### config.mk
export PLATFORM = sky130hd
export DESIGN_NAME = pll_clk_monitor
export DESIGN_NICKNAME = d
export VERILOG_FILES = /design/src/rtl/pll_clk_monitor.sv
export SDC_FILE = /design/constraint.sdc
export NUM_CORES = 1
export LEC_CHECK = 0
export ABC_AREA = 0
export CAP_MARGIN = 20
export CORE_UTILIZATION = 58
export CTS_CLUSTER_DIAMETER = 150
export DETAILED_ROUTE_END_ITERATION = 8
export PLACE_DENSITY_LB_ADDON = 0.15
export SYNTH_ARGS = -nofsm -noshare
export SYNTH_HDL_FRONTEND = slang
export SYNTH_SLANG_ARGS = --single-unit
### constraint.sdc
create_clock -name clk_tb -period 3.28 [get_ports clk_tb]
set_clock_uncertainty 0.15 [all_clocks]
set_input_delay 0.328 -clock clk_tb [delete_from_list [all_inputs] [get_ports clk_tb]]
set_output_delay 0.328 -clock clk_tb [all_outputs]
set_load 0.01 [all_outputs]
### src/rtl/pll_clk_monitor.sv
`timescale 1ns/1ps
// Monitors the PLL lock and two PLL output clocks from the clk_tb domain. It counts edges per
// window once lock has settled and raises sticky flags for lock loss and out-of-tolerance counts.
module pll_clk_monitor #(
    parameter int unsigned WINDOW_CYCLES = 1000,
    parameter int unsigned LOCK_SETTLE   = 64,
    parameter int unsigned EXP_CNT2      = 50,
    parameter int unsigned EXP_CNT3      = 100,
    parameter int unsigned TOL           = 2,
    parameter int unsigned CNT_W         = 16
) (
    input  logic             clk_tb,
    input  logic             rst_n,
    input  logic             meas_en,
    input  logic             clr_err,
    input  logic             pll_lock,
    input  logic             clkout2,
    input  logic             clkout3,
    output logic [CNT_W-1:0] cnt2,
    output logic [CNT_W-1:0] cnt3,
    output logic             meas_valid,
    output logic             freq_err2,
    output logic             freq_err3,
    output logic             lock_err,
    output logic [1:0]       relock_cnt,
    output logic             err_chk,
    output logic [2:0]       results_cnt,
    output logic [1:0]       state
);

    localparam int unsigned WIN_W = (WINDOW_CYCLES > 1) ? $clog2(WINDOW_CYCLES) : 1;
    localparam int unsigned SET_W = (LOCK_SETTLE > 1) ? $clog2(LOCK_SETTLE) : 1;
    localparam logic [WIN_W-1:0] WIN_LAST = WIN_W'(WINDOW_CYCLES - 1);
    localparam logic [SET_W-1:0] SET_LAST = SET_W'(LOCK_SETTLE - 1);
    // Signed bounds so a small expected count cannot wrap below zero.
    localparam longint LO2 = longint'(EXP_CNT2) - longint'(TOL);
    localparam longint HI2 = longint'(EXP_CNT2) + longint'(TOL);
    localparam longint LO3 = longint'(EXP_CNT3) - longint'(TOL);
    localparam longint HI3 = longint'(EXP_CNT3) + longint'(TOL);

    typedef enum logic [1:0] {
        StIdle     = 2'd0,
        StWaitLock = 2'd1,
        StSettle   = 2'd2,
        StMeasure  = 2'd3
    } state_e;

    function automatic logic [CNT_W-1:0] sat_inc(input logic [CNT_W-1:0] c, input logic inc);
        return (inc && (c != {CNT_W{1'b1}})) ? c + CNT_W'(1) : c;
    endfunction

    function automatic logic out_of_tol(input logic [CNT_W-1:0] c, input longint lo,
                                        input longint hi);
        longint v;
        v = longint'(c);
        return (v < lo) || (v > hi);
    endfunction

    logic [2:0]       lock_sync_q, c2_sync_q, c3_sync_q;
    logic             lock_s, lock_rise, c2_rise, c3_rise, lock_lost;
    state_e           state_q;
    logic [SET_W-1:0] settle_q;
    logic [WIN_W-1:0] win_q;
    logic [CNT_W-1:0] edge2_q, edge3_q, edge2_nxt, edge3_nxt;

    always_ff @(posedge clk_tb or negedge rst_n) begin
        if (!rst_n) begin
            lock_sync_q <= '0;
            c2_sync_q   <= '0;
            c3_sync_q   <= '0;
        end else begin
            lock_sync_q <= {lock_sync_q[1:0], pll_lock};
            c2_sync_q   <= {c2_sync_q[1:0], clkout2};
            c3_sync_q   <= {c3_sync_q[1:0], clkout3};
        end
    end

    always_comb begin
        lock_s    = lock_sync_q[1];
        lock_rise = lock_sync_q[1] & ~lock_sync_q[2];
        c2_rise   = c2_sync_q[1] & ~c2_sync_q[2];
        c3_rise   = c3_sync_q[1] & ~c3_sync_q[2];
        lock_lost = ((state_q == StSettle) || (state_q == StMeasure)) && !lock_s;
        edge2_nxt = sat_inc(edge2_q, c2_rise);
        edge3_nxt = sat_inc(edge3_q, c3_rise);
    end

    always_ff @(posedge clk_tb or negedge rst_n) begin
        if (!rst_n) begin
            state_q    <= StIdle;
            settle_q   <= '0;
            win_q      <= '0;
            edge2_q    <= '0;
            edge3_q    <= '0;
            cnt2       <= '0;
            cnt3       <= '0;
            meas_valid <= 1'b0;
            freq_err2  <= 1'b0;
            freq_err3  <= 1'b0;
            lock_err   <= 1'b0;
        end else begin
            meas_valid <= 1'b0;
            if (lock_lost) begin
                lock_err <= 1'b1;
            end
            if (!meas_en) begin
                state_q <= StIdle;
            end else begin
                case (state_q)
                    StIdle: state_q <= StWaitLock;
                    StWaitLock: begin
                        if (lock_s) begin
                            state_q  <= StSettle;
                            settle_q <= '0;
                        end
                    end
                    StSettle: begin
                        if (!lock_s) begin
                            state_q <= StWaitLock;
                        end else if (settle_q == SET_LAST) begin
                            state_q <= StMeasure;
                            win_q   <= '0;
                            edge2_q <= '0;
                            edge3_q <= '0;
                        end else begin
                            settle_q <= settle_q + SET_W'(1);
                        end
                    end
                    StMeasure: begin
                        if (!lock_s) begin
                            state_q <= StWaitLock;
                        end else if (win_q == WIN_LAST) begin
                            // Latch includes an edge detected in the final window cycle.
                            cnt2       <= edge2_nxt;
                            cnt3       <= edge3_nxt;
                            edge2_q    <= '0;
                            edge3_q    <= '0;
                            win_q      <= '0;
                            meas_valid <= 1'b1;
                            if (out_of_tol(edge2_nxt, LO2, HI2)) freq_err2 <= 1'b1;
                            if (out_of_tol(edge3_nxt, LO3, HI3)) freq_err3 <= 1'b1;
                        end else begin
                            win_q   <= win_q + WIN_W'(1);
                            edge2_q <= edge2_nxt;
                            edge3_q <= edge3_nxt;
                        end
                    end
                    default: state_q <= StIdle;
                endcase
            end
            if (clr_err) begin
                freq_err2 <= 1'b0;
                freq_err3 <= 1'b0;
                lock_err  <= 1'b0;
            end
        end
    end

    always_ff @(posedge clk_tb or negedge rst_n) begin
        if (!rst_n) begin
            relock_cnt  <= '0;
            err_chk     <= 1'b0;
            results_cnt <= '0;
        end else if (clr_err) begin
            // err_chk is cleared too so a stale value cannot bump the tally after the clear.
            relock_cnt  <= '0;
            err_chk     <= 1'b0;
            results_cnt <= '0;
        end else begin
            if (lock_rise && (relock_cnt != 2'd3)) begin
                relock_cnt <= relock_cnt + 2'd1;
            end
            err_chk <= freq_err2 | freq_err3 | lock_err;
            if (results_cnt == 3'd7) begin
                results_cnt <= 3'd4;
            end else if (err_chk) begin
                results_cnt <= results_cnt + 3'd1;
            end
        end
    end

    assign state = state_q;

endmodule
-- Yosys cells after proc, flatten, opt, wreduce, memory -nomap -nowiden
Cells that the tools add are included.
- output and inout bits: 44
- flip-flop bits (word level): 101
- word-level logic and storage cells: 127
- bitwise gates (word level): 8
- reduce and logical (&&, ||, !) cells: 26
- equality and inequality tests: 17
- add/sub/neg operators: 6
- magnitude comparators: 4
- muxes and demuxes: 49
- operators with widths (operator ; count):
    $mux 16 ; 8
    $pmux 16 s2 ; 2
    $mux 10 ; 4
    $add 16x1->16 const B ; 2
    $ne 16x16->1 const B ; 2
    $pmux 10 s2 ; 1
    $reduce_and 5->1 ; 4
    $reduce_bool 2->1 ; 10
    $mux 1 ; 19
    $mux 6 ; 3
    $gt 16x6->1 const B ; 1
    $gt 16x7->1 const B ; 1
    $lt 16x6->1 const B ; 1
    $lt 16x7->1 const B ; 1
    $mux 2 ; 7
    $pmux 6 s2 ; 1
    $add 10x1->10 const B ; 1
    $eq 10x10->1 const B ; 1
    $ne 2x2->1 const B ; 5
    $mux 3 ; 3
    $pmux 2 s4 ; 1
    $add 6x1->6 const B ; 1
    $eq 6x6->1 const B ; 1
    $ne 3x3->1 const B ; 2
    17 further kinds ; 28

-- Logic depth before layout (Yosys ltp)
Gate-level depths: netlist (run 1).
- depth after elaboration: 12
- gate-level depth with buffers: 10

-- Least setup slack after synthesis (run 1)
OpenSTA, ideal clock, no wires.
- path type: reg-to-reg
- start: register edge3_q[0]
- end: register freq_err3
- period minus slack after synthesis: 2545 ps
- arrival time: 2261 ps
- cell stages (with the launch flop): 10
- path slack: 735 ps
- cells stage by stage: dfrtp_1 ha_1 buf_2 nand3_1 or2_2 or3_4 xor2_1 o2111ai_1 nor4b_2 a31oi_1
- word-level cells in the longest chain between the ends: 7
- ends and longest elaborated chain (item ; RTL line ; text):
    start, declared ; 64 ; logic [CNT_W-1:0] edge2_q, edge3_q, edge2_nxt, edge3_nxt;
    start signal, assigned ; 145 ; edge3_q <= edge3_nxt;
    branches (longest 2 deep; another with $add 16x1->16) ; -- ;
    $mux 16 (*) ; 49 ; return (inc && (c != {CNT_W{1'b1}})) ? c + CNT_W'(1) : c;
    $lt 16x7->1 / $gt 16x7->1 (equally long branches) ; 56 ; return (v < lo) || (v > hi);
    $logic_or 1x1->1 (*) ; 56 ;
    $reduce_bool 2->1 (no line) (*) ; -- ;
    $reduce_and 5->1 (no line) (*) ; -- ;
    end signal, assigned ; 99 ; freq_err3 <= 1'b0;
    end signal, assigned ; 141 ; if (out_of_tol(edge3_nxt, LO3, HI3)) freq_err3 <= 1'b1;
    end signal, assigned ; 153 ; freq_err3 <= 1'b0;
    end, declared ; 23 ; output logic freq_err3,
Mark *: on every way between the ends.
A chain may end at the register's enable or synchronous reset.

-- Final worst setup path (run 1)
Same ends and word-level chain as after synthesis.

==> metrics.md, run 1 <==
| Metric | Value |
|---|---|
| Area contributors post-synth | dfrtp_1 (47%), o21ai_0 (5.6%), nor2_1 (4.9%) |
| Hold Vio Cnt, Final | 0 |
| Synth unique cells | 54 |
| Kind of critical path | reg -> reg |
| Rows | 34 |
| I/O pin cnt | 51 |
| Worst hold stages | 0 |
| Via Count | 4,395 |
| Die width | 98.3 um |
| Critical path required time | 3.38 ns |
| Most frequent cell after synthesis | dfrtp_1 |
| Metal3 WL | 543 um |
| Maximum clock frequency | 347 MHz |
| Max Used Layer | met4 |
| Root buf cell | clkbuf_8 |
| FFs w/ async S/R, synth | 100% |
| Vias per inst | 5.96 |
| Syn Area/Cell | 9.06 um2 |
| WL final | 12,000 um |
| Failing checks | DRC |
| Ratio of cells with drive above 1 in the final layout | 7.00% |
| Min-delay worst type | reg -> reg |
| Synth top cells by count | dfrtp_1 (101), nor2_1 (70), nand2_1 (65) |
| Final setup viols | 0 |
| Sink Count | a little over 100 |
| Critical Path Sink Type | flip-flop |
| Vias in the first global route | 4,355 |
| Slew margin rel. | between 20% and 30% |
| Antenna cells | 0 |
| Max-Cap Viols | 0 |
| Starting Density | 60.8% |
| Power Density | 382 mW/mm2 |
| Crit path max fanout | 9 |
| WL/cell | ~16 um |
| Area leader, netlist | dfrtp_1 |
| Minimum clock period | 2.88 ns |
| Post-route ant nets | 0 |
| Die area | 0.00966 mm2 |
| Reg2reg start | edge3_q[0] |
| Pwr Total | approximately 2.4 mW |
| Die height | 98.3 um |
| Total gr overflow | 0 |
| Placed cells | 720 |
| WL met1 | 5570 um |
| Initial antenna violation count | 0 |
| Initial drt markers | 250 |
| Residual DRC | 2 |
| Reg2reg end | freq_err3 |
| Outcome | complete, but fails checks |
| All-layer global routing usage | 26.6% |
| Final period util | between 80% and 90% |
| Hpwl dp | 8030 um |
| CTS Buf Count | 9 |
| RSZ-0062 raised after global routing | false |
| CTS tree | done |
| Top FF cell, synth | dfrtp_1 |
| TNS Setup | 0 ns |
| Worst path arrival time | 2.98 ns |
| Cell Area, Placed | 0.00591 mm2 |
| CTS Buffer Depth | 2 |
| Reg-to-reg setup timing slack | around 0.4 ns |
| Routability cong. | 0.904 |
| Net count after synthesis | 610 |
| Cts repair resizes | 0 |
| First-pass GRT wire length | 20,700 um |
| Area fraction of the dominant cell type after synthesis | a little under half |
| Reg clk slew, reported paths | 0.10 ns |
| Final non-filler cell total | roughly 740 |
| Slew Limit Fails | 0 |
| EDFF count, synth | 0 |
| Htree depth | 3 |
| Core box area | 0.00885 mm2 |
| Pre-Repair DR Iteration Count | 9 |
| Worst r2r path cells | 8 |
| Met2 wire len | approximately 5800 um |
| Worst setup SP type | flip-flop |
| Worst Max-Slew Pin Slew | 1.11 ns |
| Mapped Area | approximately 0.0054 mm2 |
| Worst-Skew Late Latency | 0.37 ns |
| Hold path start | c2_sync_q[0] |
| I/O Buffers | 50 |
| Final #Nets | 640 |
| Cell count after synthesis | 594 |
| Worst VDD drop | 0.231 mV |
| Ys Warns | 0 |
| Worst Hold End | c2_sync_q[1] |
| P_leak | around 2.6 nW |
| Largest net degree at the start of global routing | about 100 |
| #FFs+latches synth | approximately 100 |
| Area grow syn2layout | 14.4% |
| Post-synthesis sequential area ratio | a little under half |
| Design Area, Final | 0.00615 mm2 |
where the power goes:
| part | switching (mW) | internal (mW) |
|---|---|---|
| sequential | 0.0272 | 1.27 |
| combinational | 0.0890 | 0.0612 |
| clock | 0.463 | 0.442 |
| total | 0.579 | 1.77 |
cells in the final DEF (no fill, tap or decap), drive strengths merged, types with 8 or more instances in the layout:
cell / instances
dfrtp: 101
nor2: 71
nand2: 65
o21ai: 63
clkdlybuf4s50: 49
a21oi: 44
nand3: 24
xnor2: 22
o31ai: 16
xor2: 14
nand4: 14
and3: 12
inv: 11
nor3: 10
mux2i: 10
buf: 10
ha: 9
clkbuf: 9
nand2b: 8
registers in the layout, indices dropped and copies added (netlist names), 2 cells and up:
name	flops
c2_sync_q	3
c3_sync_q	3
cnt2	16
cnt3	16
edge2_q	16
edge3_q	16
lock_sync_q	3
relock_cnt	2
results_cnt	3
settle_q	6
state	2
win_q	10
critical path: stages (launching register included):
cell       delay, ns
dfrtp_1         0.49
ha_1            0.36
nand3_1         0.25
or2_2           0.39
or3_4           0.36
xor2_1          0.18
o2111ai_1       0.15
nor4b_2         0.31
a31oi_1         0.11
what timing repair did:
action	in CTS	in global routing
setup endpoints to repair	0	0
setup buffers	0	0
hold endpoints to repair	101	0
hold buffers	1	0
worst max-delay path by stage:
| stage | slack [ns] | startpoint | to |
|---|---|---|---|
| 2_1_floorplan | 0.74 | edge3_q[0] | freq_err3 |
| 3_3_place_gp | 0.58 | edge3_q[0] | freq_err3 |
| 3_5_place_dp | 0.43 | edge3_q[0] | freq_err3 |
| 4_1_cts | 0.41 | edge3_q[0] | freq_err3 |
| 5_1_grt | 0.20 | edge3_q[0] | freq_err3 |
| 6_report | 0.40 | edge3_q[0] | freq_err3 |
per-stage QoR:
step,worst slack (ns),hold WS [ns],utilization [%]
after floorplan,0.735,-0.118,-
after global placement,0.576,0.186,66.8
after detailed placement,0.430,0.193,66.8
after CTS,0.410,0.218,69.5
after global routing,0.204,0.218,69.5
final,0.400,0.216,69.5
area by class of cell:
type	count	area [um2]
sequential	101	2530
multi-input combinational	444	2640
fill	691	2700
clock inverter	7	105
inverter	8	30.0
tap	108	135
clock buffer	9	124
timing repair buffer	60	588
metal layers:
| layer | up-vias | GRT usage (%) |
|---|---|---|
| li1 | 2152 | - |
| met1 | 2107 | 35.8 |
| met2 | 123 | 44.1 |
| met3 | 13 | 4.94 |
| met4 | 0 | 7.69 |
| met5 | - | 0 |
logic make-up after synthesis:
group	Yosys count	synth area share, %
xor+xnor	36	5.86
simple gates	232	21.4
fa+ha+maj	9	2.09
mux	16	3.12
compound gates	151	16.4
flops	101	47.0
buf+inv	49	4.09
Note: power is estimated with default switching activity, not from simulation.
==> inputs of run 2 (changes only) <==
--- a/config.mk
+++ b/config.mk
@@ -8,7 +8,7 @@
 export ABC_AREA = 0
 export CAP_MARGIN = 20
 export CORE_UTILIZATION = 58
-export CTS_CLUSTER_DIAMETER = 150
+export CTS_CLUSTER_DIAMETER = 30
 export DETAILED_ROUTE_END_ITERATION = 8
 export PLACE_DENSITY_LB_ADDON = 0.15
 export SYNTH_ARGS = -nofsm -noshare
==> results of run 2 <==
The final DEF is identical to that of run 1; final timing and power are the same.
